==> config.mk <==
export PLATFORM = sky130hd
export DESIGN_NAME = pc_sequencer
export DESIGN_NICKNAME = d
export VERILOG_FILES = /design/src/rtl/mips_pkg.sv /design/src/rtl/irq_edge_latch.sv /design/src/rtl/pc_sequencer.sv
export SDC_FILE = /design/constraint.sdc
export NUM_CORES = 1
export LEC_CHECK = 0
export ABC_AREA = 1
export BUFFER_PORTS_ARGS = -buffer_cell sky130_fd_sc_hd__buf_2
export CAP_MARGIN = 20
export CORE_UTILIZATION = 48
export DETAILED_ROUTE_END_ITERATION = 7
export PLACE_DENSITY = 0.72
export SLEW_MARGIN = 10
export SYNTH_ARGS = -nofsm -noshare
export SYNTH_HDL_FRONTEND = slang
export SYNTH_SLANG_ARGS = --single-unit
==> constraint.sdc <==
create_clock -name clock -period 1.9 [get_ports clock]
set_clock_uncertainty 0.05 [all_clocks]
set_input_delay 0.095 -clock clock [delete_from_list [all_inputs] [get_ports clock]]
set_output_delay 0.095 -clock clock [all_outputs]
set_load 0.02 [all_outputs]
==> src/rtl/mips_pkg.sv <==
// Shared types and defaults for the MIPS fetch front end.
// Holds the PC sequencer state encoding and reset-time vector defaults.
package mips_pkg;

    typedef enum logic [1:0] {
        ST_BOOT = 2'b00,
        ST_RUN  = 2'b01,
        ST_ISR  = 2'b10
    } pc_state_e;

    localparam int unsigned IRQ_VECTOR_DEF = 8;

    // Entry 3 in the top word, entry 0 in the bottom word.
    localparam logic [127:0] BOOT_VECTORS_DEF = {
        32'd35, 32'd0, 32'd25, 32'd0
    };

endpackage

==> src/rtl/irq_edge_latch.sv <==
// Rising-edge detector with a sticky pending flag for the interrupt line.
// pending_o includes a same-cycle rise so the sequencer can act without delay.
module irq_edge_latch
    import mips_pkg::*;
(
    input  logic clock,
    input  logic reset,
    input  logic interrupt,
    input  logic clear,
    output logic pending_o
);

    logic irq_q;
    logic pend_q;
    logic pend_d;
    logic rise;

    assign rise      = interrupt & ~irq_q;
    assign pending_o = pend_q | rise;
    assign pend_d    = clear ? 1'b0 : (pend_q | rise);

    always_ff @(posedge clock or negedge reset) begin
        if (!reset) begin
            irq_q  <= 1'b0;
            pend_q <= 1'b0;
        end else begin
            irq_q  <= interrupt;
            pend_q <= pend_d;
        end
    end

endmodule

==> src/rtl/pc_sequencer.sv <==
// Program-counter sequencer: boot vectors, increment, load, stall,
// and single-level interrupt entry/return with a saved EPC.
module pc_sequencer
    import mips_pkg::*;
#(
    parameter int unsigned WIDTH      = 32,
    parameter int unsigned STEP       = 1,
    parameter int unsigned PROG_SEL_W = 2,
    parameter logic [(2**PROG_SEL_W)*WIDTH-1:0] BOOT_VECTORS =
        BOOT_VECTORS_DEF,
    parameter logic [WIDTH-1:0] IRQ_VECTOR = WIDTH'(IRQ_VECTOR_DEF)
) (
    input  logic                  clock,
    input  logic                  reset,
    input  logic                  enable,
    input  logic [PROG_SEL_W-1:0] progr,
    input  logic                  load,
    input  logic [WIDTH-1:0]      load_addr,
    input  logic                  interrupt,
    input  logic                  eret,
    output logic [WIDTH-1:0]      programCounter,
    output logic [WIDTH-1:0]      epc,
    output logic                  in_isr
);

    localparam int unsigned NUM_PROGS = 2**PROG_SEL_W;

    pc_state_e        state_q, state_d;
    logic [WIDTH-1:0] pc_q, pc_d;
    logic [WIDTH-1:0] epc_q, epc_d;
    logic             reent_q, reent_d;
    logic             irq;
    logic             clr;
    logic [WIDTH-1:0] pc_inc;
    logic [WIDTH-1:0] boot_tbl [NUM_PROGS];

    for (genvar i = 0; i < NUM_PROGS; i++) begin : g_boot
        assign boot_tbl[i] = BOOT_VECTORS[i*WIDTH +: WIDTH];
    end

    irq_edge_latch u_irq (
        .clock     (clock),
        .reset     (reset),
        .interrupt (interrupt),
        .clear     (clr),
        .pending_o (irq)
    );

    assign pc_inc = pc_q + WIDTH'(STEP);

    always_comb begin
        state_d = state_q;
        pc_d    = pc_q;
        epc_d   = epc_q;
        reent_d = reent_q;
        clr     = 1'b0;
        if (enable) begin
            reent_d = 1'b0;
            case (state_q)
                ST_BOOT: begin
                    pc_d    = boot_tbl[progr];
                    state_d = ST_RUN;
                end
                ST_RUN: begin
                    if (irq) begin
                        // Right after eret the returned PC is not yet executed.
                        if (load)         epc_d = load_addr;
                        else if (reent_q) epc_d = pc_q;
                        else              epc_d = pc_inc;
                        pc_d    = IRQ_VECTOR;
                        state_d = ST_ISR;
                        clr     = 1'b1;
                    end else if (load) begin
                        pc_d = load_addr;
                    end else begin
                        pc_d = pc_inc;
                    end
                end
                ST_ISR: begin
                    if (eret) begin
                        pc_d    = epc_q;
                        state_d = ST_RUN;
                        reent_d = irq;
                    end else if (load) begin
                        pc_d = load_addr;
                    end else begin
                        pc_d = pc_inc;
                    end
                end
                default: state_d = ST_BOOT;
            endcase
        end
    end

    always_ff @(posedge clock or negedge reset) begin
        if (!reset) begin
            state_q <= ST_BOOT;
            pc_q    <= '0;
            epc_q   <= '0;
            reent_q <= 1'b0;
        end else begin
            state_q <= state_d;
            pc_q    <= pc_d;
            epc_q   <= epc_d;
            reent_q <= reent_d;
        end
    end

    assign programCounter = pc_q;
    assign epc            = epc_q;
    assign in_isr         = (state_q == ST_ISR);

endmodule

# Word level (Yosys, flattened, before mapping)

Cells that the tools add are included.

$add $sub $neg: 1
Magnitude comparators: 1
Equality and inequality tests: 4
Mux-type cells: 18
Bitwise gates (word level): 4
Reductions and logical operators: 5

Operators by type and width:

| operator                                                               | number |
|---|---|
| 32-bit two-way mux                                                     | 7 |
| 32-bit case mux with 3 select lines                                    | 1 |
| 32-bit binary-select mux with 2-bit select                             | 1 |
| 32-bit by 1-bit adder with 32-bit output (second input constant)       | 1 |
| 1-bit two-way mux                                                      | 6 |
| 2-bit case mux with 3 select lines                                     | 1 |
| 3-bit AND reduction                                                    | 2 |
| 2-bit two-way mux                                                      | 2 |
| 2-bit inequality test (second input constant)                          | 2 |
| 3-bit greater-or-equal comparator (second input constant)              | 1 |
| 2-bit inverter with 3-bit output                                       | 1 |
| 3-bit nonzero test                                                     | 1 |
| 2-bit by 1-bit equality test with 1-bit output (second input constant) | 1 |
| 2-bit equality test (second input constant)                            | 1 |
| 2-bit logical NOT                                                      | 1 |
| 2-bit AND reduction                                                    | 1 |
| 1-bit AND                                                              | 1 |
| 1-bit inverter                                                         | 1 |
| 1-bit OR                                                               | 1 |

Register bits after elaboration: 69
Output and inout port bits: 65

# Logic depth before layout (Yosys ltp)

Gate-level depths: netlist of the first run.

Word-level depth: 7
Gate-level depth with buffers: 13
Mapped depth without buffers: 13

# By module

A second synthesis of the first run with hierarchy kept.

Cells, all modules: 765
Area, all modules: 4827.1 um2

Modules (own cells, without submodules):

| module         | instances | cells an instance | area an instance (um2) | sequential area each (um2) |
|---|---|---|---|---|
| pc_sequencer   | 1         | 758               | 4750.8                 | 1676.6 |
| irq_edge_latch | 1         | 7                 | 76.3                   | 50.0 |

# Least setup slack after synthesis of the first run

Ideal clock, no wire load.

Path kind: register to register
Start point: register pc_q[1] (netlist: programCounter[1])
End point: register pc_q[20] (netlist: programCounter[20])
Library setup time: 0.130 ns
Arrival time: 1.599 ns
Setup slack: 0.121 ns
Stages on the path, launching flop included: 13
Path buffers: 0
Period minus slack after synthesis: 1.779 ns
Cell sequence: dfrtp_1 > ha_1 > nand2_2 > nor2_8 > nand2_4 > nor2_8 > nand2_1 > nand2_1 > nand3_1 > nand2_1 > nand2_1 > nand2_1 > o21ai_1

Word-level cells in the longest chain between the ends: 4
Elaborated cells between the ends (all ways): 5
Classes of those cells: 1 x add/sub; 4 x mux

RTL lines:

| element                                    | line                                   | text |
|---|---|---|
| start, declared                            | pc_sequencer.sv:29                     | `logic [WIDTH-1:0] pc_q, pc_d;` |
| start signal, assigned                     | pc_sequencer.sv:103                    | `pc_q <= pc_d;` |
| 32-bit by 1-bit adder with 32-bit output * | pc_sequencer.sv:49                     | `assign pc_inc = pc_q + WIDTH'(STEP);` |
| 32-bit two-way mux *                       | pc_sequencer.sv:73, pc_sequencer.sv:84 |  |
| 32-bit two-way mux (on tied branches)      | pc_sequencer.sv:80, pc_sequencer.sv:65 |  |
| 32-bit case mux with 3 select lines *      | pc_sequencer.sv:59                     | `case (state_q)` |

Every way passes the cells marked *; elsewhere a longest branch is shown, timed or not.
A chain may end at the register's enable or synchronous reset.

# Worst setup path in the final report of the first run

Start point: register pc_q[4] (netlist: programCounter[4])
End point: register pc_q[15] (netlist: programCounter[15])

The elaborated chain is that of the path after synthesis.

==> results of run 1 <==
[routing by layer]
| layer | vias up | global-route usage, % | part of all wire [%] | routed length, µm |
|---|---|---|---|---|
| li1 | 2601 | - | - | - |
| met1 | 2483 | 40.95 | 44 | 6658 |
| met2 | 234 | 50.51 | 47 | 7177 |
| met3 | 23 | 3.864 | 7.3 | 1112 |
| met4 | 0 | 10.83 | 1.3 | 204 |
| met5 | - | 0 | 0 | 0 |
[what timing repair did]
| item | CTS | global route |
|---|---|---|
| setup buffers | 0 | 1 |
| endpoints found under the hold margin | 74 | 0 |
| endpoints found under the setup margin | 0 | 43 |
| gates resized for setup | 0 | 20 |
| hold buffers | 5 | 0 |
[flip-flops by register name, indices dropped and copies added (netlist names)]
name,flops
programCounter,32
state_q,2
epc,32
u_irq.pend_q,1
u_irq.irq_q,1
reent_q,1
[worst max-delay path: stages (launching register included)]
cell and delay (ps):
dfrtp_1 450, nand2_1 130, nor2_1 190, nand2_2 160, nor2_8 210, xnor2_1 170, nand2_1 70, nand2_1 60
nand2_1 50, nand2_1 50, nand2_1 50
[synth_stat cells (all sizes together)]
cell           n
xnor2          5
clkinv         1
o21bai         1
or2           15
nand3         59
o21ai         66
a211oi         1
inv           55
a22oi          4
o211ai         2
a21boi         2
dlygate4sd1    1
clkbuf        19
o221ai         1
buf           11
a21oi         39
dfrtp         69
nand2        268
nor2          97
nand3b         1
nand4          2
o22ai          4
a2bb2oi        5
o31ai          1
ha             5
xor2           9
[cell usage in the layout, fill, tap and decap left out, types with 7 or more instances in the layout]
cell      netlist  routed
buf_2           8     104
dfrtp_2         0       7
nand2_1       261     261
o21ai_1        27      27
nor2_4          7       7
buf_4           3      21
a21oi_1        38      38
nor2_1         86      82
inv_1          51      51
clkbuf_8        0      11
o21ai_0        39      39
or2_2          15      15
nand3_1        58      58
xor2_1          8       8
dfrtp_1        69      62
[power breakdown]
group	switching [mW]	internal, mW	leakage, nW	total [mW]
logic	2.29	1.19	2.06	3.48
registers	0.504	1.98	0.887	2.48
clock network	0.578	0.539	0.0921	1.12
total	3.37	3.71	3.03	7.08
[cells by family after synthesis]
logic type                 count (synthesis)  synth area share (%)
and+or+nand+nor                          442                 39.26
adders and majority gates                  5                 1.282
buffers and inverters                     87                 7.282
AOI/OAI and AO/OA                        126                 14.13
DFF                                       69                 35.38
xor gates and xnor gates                  14                 2.667
[layout make-up]
cell class | instances | share of cell area, %
clock buffer | 12 | 2.614
timing repair buffer | 135 | 13.87
clock inverter | 4 | 0.3794
sequential | 69 | 29.24
multi-input combinational | 587 | 47.47
inverter | 56 | 3.626
tap | 133 | 2.804
[worst paths after layout]
kind	from	to	slack, ps	depth (start not counted)
min in group asynchronous	reset	epc[8]$_DFFE_PN0P_	220	3
max in group asynchronous	reset	programCounter[7]$_DFFE_PN0P_	1170	3
max reg2reg	programCounter[4]$_DFFE_PN0P_	programCounter[15]$_DFFE_PN0P_	140	10
min reg2reg	epc[19]$_DFFE_PN0P_	epc[19]$_DFFE_PN0P_	450	2
min	eret	state_q[1]$_DFFE_PN0P_	5	3
max	programCounter[4]$_DFFE_PN0P_	programCounter[15]$_DFFE_PN0P_	140	10
==> run_summary.xml, run 1 <==
<?xml version="1.0" encoding="UTF-8"?>
<metrics>
  <group name="synth">
    <metric name="synthesis.area_per_instance" unit="µm²">6.568</metric>
    <metric name="yosys_register_bits" unit="">69</metric>
    <metric name="ys_top_cells_by_area" unit="">dfrtp_1 35%, nand2_1 20%, nor2_1 6.6%, nand3_1 5.9%, o21ai_0 4.0%</metric>
    <metric name="yosysUniqueCellTypes" unit="">39</metric>
    <metric name="yosysWarningCount" unit="">0</metric>
    <metric name="synth_sequential_area_ratio" unit="%">35.38</metric>
    <metric name="gate_count_of_the_mapped_netlist" unit="">743</metric>
    <metric name="share_of_yosys_cell_area_claimed_by_the_top_area_cell_type" unit="%">35.38</metric>
    <metric name="synth_top_area_cell" unit="">dfrtp_1</metric>
    <metric name="synthesized_netlist_net_count" unit="">788</metric>
    <metric name="synth.cell_area" unit="µm²">4880</metric>
  </group>
  <group name="power_and_ir_drop">
    <metric name="report.power.total" unit="mW">7.083</metric>
    <metric name="power_density" unit="nW/µm²">1193</metric>
    <metric name="leakagePower" unit="nW">3.035</metric>
    <metric name="irDropWorstVdd" unit="mV">0.6835</metric>
  </group>
  <group name="clocking">
    <metric name="tritoncts" unit="">built</metric>
    <metric name="clkLatencyLatePin" unit="ps">350</metric>
    <metric name="cts_buf_count" unit="">9</metric>
    <metric name="worst_setup_hold_path_clk_slew" unit="ps">80</metric>
    <metric name="cts_buffer_depth" unit="">2</metric>
    <metric name="cts-htree-levels" unit="">3</metric>
    <metric name="cts.sinks" unit="">69</metric>
    <metric name="cts.root.buffer_cell" unit="">clkbuf_8</metric>
  </group>
  <group name="global_routing">
    <metric name="grt_use_total" unit="%">30.43</metric>
    <metric name="grt_start_max_net_pins" unit="">70</metric>
    <metric name="via_count_of_the_first_global_routing_pass" unit="">5081</metric>
    <metric name="overflow" unit="">0</metric>
    <metric name="grt_antenna_before_repair" unit="">0</metric>
    <metric name="grt_first_pass_wirelength" unit="µm">24560</metric>
  </group>
  <group name="layout">
    <metric name="drive_gt1_share" unit="%">22.94</metric>
    <metric name="multi_input_comb_area" unit="µm²">2818</metric>
    <metric name="seq_area" unit="µm²">1735</metric>
    <metric name="postLayoutCellArea" unit="µm²">5936</metric>
    <metric name="area_delta_synth_final" unit="%">21.64</metric>
    <metric name="fill_cells" unit="">944</metric>
    <metric name="final_antenna_diode_count" unit="">0</metric>
    <metric name="stdcell_count" unit="">996</metric>
    <metric name="nets" unit="">903</metric>
    <metric name="finalCoreUtilization" unit="%">60.45</metric>
  </group>
  <group name="setup_path">
    <metric name="crit_type" unit="">flop to flop</metric>
    <metric name="crit_path_start_kind" unit="">flop</metric>
    <metric name="required" unit="ps">2090</metric>
    <metric name="cp-end-kind" unit="">flop</metric>
    <metric name="arrival_worst_endpoint" unit="ps">1960</metric>
    <metric name="critPathMaxFanout" unit="">7</metric>
  </group>
  <group name="floorplanning">
    <metric name="dieArea" unit="µm²">10570</metric>
    <metric name="start_util" unit="%">49.69</metric>
    <metric name="die_height" unit="µm">102.8</metric>
    <metric name="row_count" unit="">36</metric>
    <metric name="core" unit="µm²">9819</metric>
    <metric name="floorplan.io_pins" unit="">105</metric>
    <metric name="fp.dieW" unit="µm">102.8</metric>
  </group>
  <group name="route">
    <metric name="detail_route.drc_violations" unit="">0</metric>
    <metric name="wirelength" unit="µm">15150</metric>
    <metric name="drt-vias-per-instance" unit="">5.362</metric>
    <metric name="vias" unit="">5341</metric>
    <metric name="drt-wirelength-per-cell" unit="µm">15.21</metric>
    <metric name="firstDrtPassIters" unit="">5</metric>
    <metric name="initialDrtViolationCount" unit="">357</metric>
    <metric name="postRouteAntennaNets" unit="">0</metric>
  </group>
  <group name="placement">
    <metric name="detailed_place_hpwl" unit="µm">10460</metric>
    <metric name="placement.cell_area" unit="µm²">5659</metric>
    <metric name="place_worst_setup_slack" unit="ps">60.70</metric>
    <metric name="place.port_buffers" unit="">104</metric>
    <metric name="placed_cells" unit="">974</metric>
    <metric name="routabilityCongestion" unit="">0.9545</metric>
  </group>
  <group name="sta">
    <metric name="grt_setup_unrepaired" unit="">no</metric>
    <metric name="slew-limit-headroom" unit="%">55.78</metric>
    <metric name="setup_viol" unit="">0</metric>
    <metric name="worst_hold_slack" unit="ps">5.300</metric>
    <metric name="finalHoldViolations" unit="">0</metric>
    <metric name="finalCritPeriodShare" unit="%">92.73</metric>
    <metric name="final.setup.tns" unit="ps">0</metric>
    <metric name="period_needed" unit="ps">1762</metric>
    <metric name="slew_viol_final" unit="">0</metric>
    <metric name="timing.fmax" unit="GHz">0.5676</metric>
    <metric name="worstMarginPinSlew" unit="ps">662.6</metric>
    <metric name="timing.final.ws_setup" unit="ps">138.2</metric>
  </group>
  <group name="hold_path">
    <metric name="timing.hold.worst.class" unit="">input port to flop</metric>
  </group>
  <group name="run_status">
    <metric name="run_status" unit="">completed</metric>
  </group>
  <group name="job">
    <metric name="max_cap_violations" unit="">0</metric>
  </group>
</metrics>
Note: power is estimated with default switching activity, not from simulation.
==> run 2, diff against run 1 <==
==> constraint.sdc (replaced) <==
create_clock -name clock -period 1.7 [get_ports clock]
set_clock_uncertainty 0.05 [all_clocks]
set_input_delay 0.085 -clock clock [delete_from_list [all_inputs] [get_ports clock]]
set_output_delay 0.085 -clock clock [all_outputs]
set_load 0.02 [all_outputs]
==> run 2 against run 1 <==
  * Worst setup slack worse by 180 ps
  * Clock power is 31% higher
  * Non-clock buffer count is 45 higher
  * First-iteration DRC count is 19% higher
  * Utilization is 7.5 points higher
  * Wire length is 7.7% higher
  * Design area is 12% higher
  * Highest routed layer unchanged
  * The flow now finishes with violations (negative hold slack, negative setup slack)
  * Total power is 23% higher
==> run_summary.xml, run 2 (synthesis gave the netlist of run 1 again) <==
<?xml version="1.0" encoding="UTF-8"?>
<metrics>
  <group name="run_status">
    <metric name="run_status" unit="">complete, but fails checks</metric>
    <metric name="failed_checks" unit="">negative hold slack, negative setup slack</metric>
  </group>
  <group name="setup_path">
    <metric name="cp-end-kind" unit="">flop</metric>
    <metric name="slowest_stage" unit="">dfrtp_2</metric>
    <metric name="critPathMaxFanout" unit="">7</metric>
    <metric name="required" unit="ps">1910</metric>
    <metric name="timing.critical_path.mode_cell" unit="">nand2_1</metric>
    <metric name="crit_path_start_kind" unit="">flop</metric>
    <metric name="worst_path_dominant_cell_family" unit="">simple AND/OR/NAND/NOR gates</metric>
    <metric name="timing.critical_path.buf_inv" unit="">2</metric>
    <metric name="crit_type" unit="">flop to flop</metric>
    <metric name="cpPeakStageDelay" unit="ps">410</metric>
    <metric name="arrival_worst_endpoint" unit="ps">1950</metric>
    <metric name="critical_path.cell_chain" unit="">buf_6, inv_6, nor2_4, nand2_4, nor2_4, nand2_1, nand2_1, nand3_1, nand3_1, nand2_1, nand2_1, nand2_1</metric>
  </group>
  <group name="hold_path">
    <metric name="timing.hold.worst.class" unit="">input port to flop</metric>
  </group>
  <group name="layout">
    <metric name="area_delta_synth_final" unit="%">36.72</metric>
    <metric name="nets" unit="">948</metric>
    <metric name="postLayoutCellArea" unit="µm²">6671</metric>
    <metric name="commonest_non_fill_non_tap_cells_in_the_layout" unit="">239 x nand2_1, 104 x buf_2, 68 x nor2_1</metric>
    <metric name="final_common_cell" unit="">nand2_1</metric>
    <metric name="final_antenna_diode_count" unit="">0</metric>
    <metric name="drive_gt1_share" unit="%">32.38</metric>
  </group>
  <group name="placement">
    <metric name="place.port_buffers" unit="">104</metric>
    <metric name="routabilityCongestion" unit="">0.8924</metric>
    <metric name="detailed_place_hpwl" unit="µm">10930</metric>
    <metric name="place_worst_setup_slack" unit="ps">-39.33</metric>
    <metric name="placement.cell_area" unit="µm²">5887</metric>
  </group>
  <group name="floorplanning">
    <metric name="die_height" unit="µm">102.8</metric>
    <metric name="row_count" unit="">36</metric>
    <metric name="start_util" unit="%">49.69</metric>
    <metric name="core" unit="µm²">9819</metric>
    <metric name="floorplan.io_pins" unit="">105</metric>
    <metric name="fp.dieW" unit="µm">102.8</metric>
    <metric name="dieArea" unit="µm²">10570</metric>
  </group>
  <group name="route">
    <metric name="wirelength" unit="µm">16330</metric>
    <metric name="vias" unit="">5644</metric>
    <metric name="postRouteAntennaNets" unit="">0</metric>
    <metric name="firstDrtPassIters" unit="">7</metric>
    <metric name="detail_route.drc_violations" unit="">0</metric>
    <metric name="initialDrtViolationCount" unit="">424</metric>
    <metric name="drt-wirelength-per-cell" unit="µm">15.68</metric>
    <metric name="drt-vias-per-instance" unit="">5.422</metric>
  </group>
  <group name="sta">
    <metric name="timing.final.ws_setup" unit="ps">-38.43</metric>
    <metric name="period_needed" unit="ps">1738</metric>
    <metric name="worstMarginPinSlew" unit="ps">402.8</metric>
    <metric name="slew-limit-headroom" unit="%">73.15</metric>
    <metric name="final.setup.tns" unit="ps">-107.2</metric>
    <metric name="timing.fmax" unit="GHz">0.5752</metric>
    <metric name="finalHoldViolations" unit="">1</metric>
    <metric name="slew_viol_final" unit="">0</metric>
    <metric name="setup_viol" unit="">7</metric>
    <metric name="grt_setup_unrepaired" unit="">yes</metric>
    <metric name="worst_hold_slack" unit="ps">-13.47</metric>
    <metric name="finalCritPeriodShare" unit="%">102.3</metric>
  </group>
  <group name="power_and_ir_drop">
    <metric name="report.power.total" unit="mW">8.738</metric>
    <metric name="irDropWorstVdd" unit="mV">0.8524</metric>
    <metric name="power_density" unit="nW/µm²">1310</metric>
    <metric name="leakagePower" unit="nW">3.401</metric>
  </group>
  <group name="job">
    <metric name="max_cap_violations" unit="">0</metric>
  </group>
  <group name="clocking">
    <metric name="cts-htree-levels" unit="">3</metric>
    <metric name="cts_buf_count" unit="">9</metric>
    <metric name="cts_buffer_depth" unit="">2</metric>
    <metric name="worst_setup_hold_path_clk_slew" unit="ps">80</metric>
    <metric name="cts.sinks" unit="">69</metric>
    <metric name="clkLatencyLatePin" unit="ps">360</metric>
    <metric name="tritoncts" unit="">built</metric>
    <metric name="cts.root.buffer_cell" unit="">clkbuf_8</metric>
  </group>
  <group name="global_routing">
    <metric name="grt_start_max_net_pins" unit="">70</metric>
    <metric name="grt_use_total" unit="%">31.24</metric>
    <metric name="via_count_of_the_first_global_routing_pass" unit="">5266</metric>
    <metric name="grt_antenna_before_repair" unit="">0</metric>
    <metric name="overflow" unit="">0</metric>
    <metric name="grt_first_pass_wirelength" unit="µm">25340</metric>
  </group>
</metrics>
[run 2: changes by cell type in the layout (fill, tap and decap cells not counted), sizes merged]
| cell | before | now |
|---|---|---|
| buf | 130 | 167 |
| inv | 55 | 56 |
| bufinv | 0 | 1 |
| clkinvlp | 1 | 0 |
| clkinv | 4 | 3 |
| dlygate4sd3 | 5 | 12 |
| clkbuf | 12 | 13 |
[run 2: stage by stage]
| step | instances | utilization (%) |
|---|---|---|
| floorplan | 743 | - |
| global placement | 999 | 59.95 |
| detailed placement | 999 | 59.95 |
| CTS | 1032 | 64.00 |
| global route | 1041 | 67.94 |
| finish | 1041 | 67.94 |
[run 2: what timing repair did]
item / 4_1_cts / 5_1_grt
pin swaps: 7 / 41
hold endpoints to repair: 81 / 0
hold buffers: 12 / 0
setup endpoints to repair: 11 / 56
buffers inserted: 5 / 9
cloned: 0 / 1
resized for setup: 8 / 96
[run 2: report_power, final]
group          switching, mW  internal [mW]  total (mW)  leakage, nW
Clock                  0.677          0.791        1.47        0.112
Combinational           2.80           1.72        4.52         2.40
Sequential             0.535           2.21        2.75        0.892
Total                   4.02           4.72        8.74         3.40
[run 2: final cells by class]
cell class,instances,area [µm²]
Clock buffer,12,165.2
Clock inverter,4,45.04
Fill cell,894,3148
Inverter,56,222.7
Multi-Input combinational cell,587,3088
Sequential cell,69,1732
Tap cell,133,166.4
Timing Repair Buffer,180,1252
[run 2: worst paths after layout]
| check | depth (start not counted) | to | slack, ps | from |
|---|---|---|---|---|
| min reg2reg | 2 | epc[20]$_DFFE_PN0P_ | 460 | epc[20]$_DFFE_PN0P_ |
| max in group asynchronous | 3 | programCounter[0]$_DFFE_PN0P_ | 1050 | reset |
| min in group asynchronous | 3 | epc[10]$_DFFE_PN0P_ | 230 | reset |
| max | 12 | programCounter[29]$_DFFE_PN0P_ | -40 | programCounter[0]$_DFFE_PN0P_ |
| min | 3 | epc[28]$_DFFE_PN0P_ | -10 | load_addr[28] |
| max reg2reg | 12 | programCounter[29]$_DFFE_PN0P_ | -40 | programCounter[0]$_DFFE_PN0P_ |
[run 2: per-layer routing]
metal / up-vias / wire length, µm / part of all wire, % / track usage, %
li1: 2698 / - / - / -
met1: 2650 / 7168 / 44 / 42.86
met2: 268 / 7772 / 48 / 50.26
met3: 28 / 1063 / 6.5 / 4.068
met4: 0 / 323 / 2.0 / 12.13
met5: - / 0 / 0 / 0
[run 2: worst min-delay path: cells and delay by family]
kind,cells,cell delay [ps]
AOI/OAI and AO/OA,2,180
buffers and inverters,1,100
==> run 3, diff against run 2 <==
--- a/config.mk
+++ b/config.mk
@@ -8,9 +8,11 @@
 export ABC_AREA = 1
 export BUFFER_PORTS_ARGS = -buffer_cell sky130_fd_sc_hd__buf_2
 export CAP_MARGIN = 20
-export CORE_UTILIZATION = 48
+export CELL_PAD_IN_SITES_DETAIL_PLACEMENT = 0
+export CELL_PAD_IN_SITES_GLOBAL_PLACEMENT = 1
+export CORE_UTILIZATION = 39
 export DETAILED_ROUTE_END_ITERATION = 7
-export PLACE_DENSITY = 0.72
+export PLACE_DENSITY_LB_ADDON = 0.1
 export SLEW_MARGIN = 10
 export SYNTH_ARGS = -nofsm -noshare
 export SYNTH_HDL_FRONTEND = slang
==> run 3 against run 2 <==
  * The run ends with negative hold slack left
  * Sequential share of layout area down 0.22 points
  * Via count shrank 4.4%
  * Fmax up 2.4%
  * Utilization is 12 points lower
  * Highest routed layer unchanged
==> run_summary.xml, run 3 (synthesis gave the netlist of run 1 again) <==
<?xml version="1.0" encoding="UTF-8"?>
<metrics>
  <group name="route">
    <metric name="wirelength" unit="µm">16740</metric>
    <metric name="drt-wirelength-per-cell" unit="µm">15.56</metric>
    <metric name="firstDrtPassIters" unit="">5</metric>
    <metric name="drt-vias-per-instance" unit="">5.012</metric>
    <metric name="postRouteAntennaNets" unit="">0</metric>
    <metric name="initialDrtViolationCount" unit="">334</metric>
    <metric name="detail_route.drc_violations" unit="">0</metric>
    <metric name="vias" unit="">5393</metric>
  </group>
  <group name="sta">
    <metric name="period_needed" unit="ps">1698</metric>
    <metric name="grt_setup_unrepaired" unit="">yes</metric>
    <metric name="timing.fmax" unit="GHz">0.5891</metric>
    <metric name="finalHoldViolations" unit="">1</metric>
    <metric name="setup_viol" unit="">0</metric>
    <metric name="worst_hold_slack" unit="ps">-1.371</metric>
    <metric name="timing.final.ws_setup" unit="ps">2.473</metric>
    <metric name="finalCritPeriodShare" unit="%">99.85</metric>
    <metric name="slew_viol_final" unit="">0</metric>
    <metric name="slew-limit-headroom" unit="%">71.75</metric>
    <metric name="worstMarginPinSlew" unit="ps">423.7</metric>
  </group>
  <group name="clocking">
    <metric name="cts-htree-levels" unit="">3</metric>
    <metric name="clkLatencyLatePin" unit="ps">350</metric>
    <metric name="cts.sinks" unit="">69</metric>
    <metric name="worst_setup_hold_path_clk_slew" unit="ps">60</metric>
    <metric name="cts.root.buffer_cell" unit="">clkbuf_16</metric>
    <metric name="cts_buffer_depth" unit="">2</metric>
    <metric name="cts_buf_count" unit="">9</metric>
    <metric name="tritoncts" unit="">built</metric>
  </group>
  <group name="hold_path">
    <metric name="holdPathStages" unit="">3</metric>
    <metric name="timing.hold.worst.class" unit="">input port to flop</metric>
  </group>
  <group name="power_and_ir_drop">
    <metric name="leakagePower" unit="nW">3.463</metric>
    <metric name="irDropWorstVdd" unit="mV">0.8736</metric>
    <metric name="clkPwrFrac" unit="%">19.6</metric>
    <metric name="pwr-share-seq" unit="%">30.5</metric>
    <metric name="power.switching" unit="mW">4.031</metric>
    <metric name="comb_power_share" unit="%">49.9</metric>
    <metric name="power_density" unit="nW/µm²">1333</metric>
    <metric name="power_switching_share" unit="%">44.91</metric>
    <metric name="cellInternalPower" unit="mW">4.944</metric>
  </group>
  <group name="setup_path">
    <metric name="crit_type" unit="">flop to flop</metric>
    <metric name="arrival_worst_endpoint" unit="ps">1890</metric>
    <metric name="required" unit="ps">1890</metric>
    <metric name="r2r_cells" unit="">12</metric>
    <metric name="cp-end-kind" unit="">flop</metric>
    <metric name="crit_path_start_kind" unit="">flop</metric>
    <metric name="critPathMaxFanout" unit="">4</metric>
  </group>
  <group name="global_routing">
    <metric name="grt_start_max_net_pins" unit="">42</metric>
    <metric name="grt_first_pass_wirelength" unit="µm">26830</metric>
    <metric name="grt_use_total" unit="%">27.18</metric>
    <metric name="overflow" unit="">0</metric>
    <metric name="via_count_of_the_first_global_routing_pass" unit="">5128</metric>
    <metric name="grt_antenna_before_repair" unit="">0</metric>
  </group>
  <group name="layout">
    <metric name="drive_gt1_share" unit="%">32.49</metric>
    <metric name="stdcell_count" unit="">1076</metric>
    <metric name="postLayoutCellArea" unit="µm²">6733</metric>
    <metric name="finalCoreUtilization" unit="%">55.59</metric>
    <metric name="final_common_cell" unit="">nand2_1</metric>
    <metric name="nets" unit="">949</metric>
    <metric name="commonest_non_fill_non_tap_cells_in_the_layout" unit="">240 x nand2_1, 103 x buf_2, 69 x nor2_1</metric>
    <metric name="area_delta_synth_final" unit="%">37.97</metric>
    <metric name="final_antenna_diode_count" unit="">0</metric>
  </group>
  <group name="floorplanning">
    <metric name="die_height" unit="µm">113.9</metric>
    <metric name="row_count" unit="">40</metric>
    <metric name="fp.dieW" unit="µm">113.9</metric>
    <metric name="floorplan.io_pins" unit="">105</metric>
    <metric name="core" unit="µm²">12110</metric>
    <metric name="start_util" unit="%">40.29</metric>
    <metric name="dieArea" unit="µm²">12960</metric>
  </group>
  <group name="placement">
    <metric name="routabilityCongestion" unit="">0.8909</metric>
    <metric name="place_worst_setup_slack" unit="ps">-48.61</metric>
    <metric name="placed_cells" unit="">1049</metric>
    <metric name="placement.cell_area" unit="µm²">6046</metric>
    <metric name="place.port_buffers" unit="">104</metric>
    <metric name="detailed_place_hpwl" unit="µm">11970</metric>
  </group>
  <group name="run_status">
    <metric name="failed_checks" unit="">negative hold slack</metric>
    <metric name="run_status" unit="">complete, but fails checks</metric>
  </group>
  <group name="job">
    <metric name="max_cap_violations" unit="">0</metric>
  </group>
</metrics>
run 3: changes by cell type in the layout (fill, tap and decap cells not counted), moves of 5 or more:
| cell | before | now |
|---|---|---|
| buf_4 | 49 | 61 |
| clkbuf_8 | 12 | 1 |
| clkbuf_16 | 1 | 9 |
| nand3_2 | 3 | 10 |
| dlygate4sd3_1 | 12 | 6 |
| nand2_2 | 23 | 17 |
| o21ai_1 | 35 | 29 |
| nand2_4 | 6 | 11 |
| nand3_1 | 54 | 49 |
run 3: area by class of cell:
cell class | instances | area [µm²]
Fill cell | 1197 | 5379
Clock buffer | 13 | 250.2
Timing Repair Buffer | 181 | 1222
Tap cell | 168 | 210.2
Multi-Input combinational cell | 587 | 3092
Inverter | 56 | 215.2
Sequential cell | 69 | 1733
Clock inverter | 2 | 10.01
run 3: timing repair:
item	4_1_cts	5_1_grt
hold buffers	6	0
endpoints found under the hold margin	75	0
gates resized for setup	7	85
setup buffers	3	4
pin swaps	4	41
setup endpoints to repair	17	56
run 3: power by group through the flow:
stage | logic [mW] | registers, mW | clock network, mW
global placement | 4.22 | 2.69 | 0
floorplan | 1.82 | 3.36 | 0
global route | 4.91 | 2.82 | 1.86
CTS | 4.33 | 2.71 | 1.79
detailed placement | 4.26 | 2.72 | 0
finish | 4.48 | 2.74 | 1.76
run 3: path summary, 6_finish.rpt:
kind	start	to	slack [ps]
setup / recovery	programCounter[1]$_DFFE_PN0P_	programCounter[28]$_DFFE_PN0P_	2
hold / removal	load_addr[29]	epc[29]$_DFFE_PN0P_	-1
setup reg to reg	programCounter[1]$_DFFE_PN0P_	programCounter[28]$_DFFE_PN0P_	2
hold reg to reg	epc[10]$_DFFE_PN0P_	epc[10]$_DFFE_PN0P_	450
max in group asynchronous	reset	epc[13]$_DFFE_PN0P_	940
min in group asynchronous	reset	epc[9]$_DFFE_PN0P_	140
run 3: critical path, cell delays in order, from the launching register on:
cell and delay [ps]:
dfrtp_2 400, ha_4 150, nand2_4 70, nor2_8 140
nand2_4 110, nor2_4 160, nand2_2 90, nand2_2 70
nand3_1 90, nand3_1 110, nand2_1 50, nand2_1 60
nand2_1 40
run 3: layer usage:
metal | vias to the layer above | global-route usage, % | wire (µm)
li1 | 2702 | - | -
met1 | 2490 | 38.19 | 7918
met2 | 183 | 41.46 | 7578
met3 | 18 | 4.782 | 941
met4 | 0 | 10.82 | 302
met5 | - | 0 | 0
run 3: per-stage QoR:
stage | total power, mW | setup TNS [ps] | hold WS, ps
6_report | 8.975 | 0 | -1.371
4_1_cts | 8.834 | -35.73 | 3.894
3_5_place_dp | 6.979 | -111.3 | -27.48
5_1_grt | 9.592 | -1402 | 20.79
3_3_place_gp | 6.917 | -42.84 | -27.07
2_1_floorplan | 5.182 | 0 | -260.6
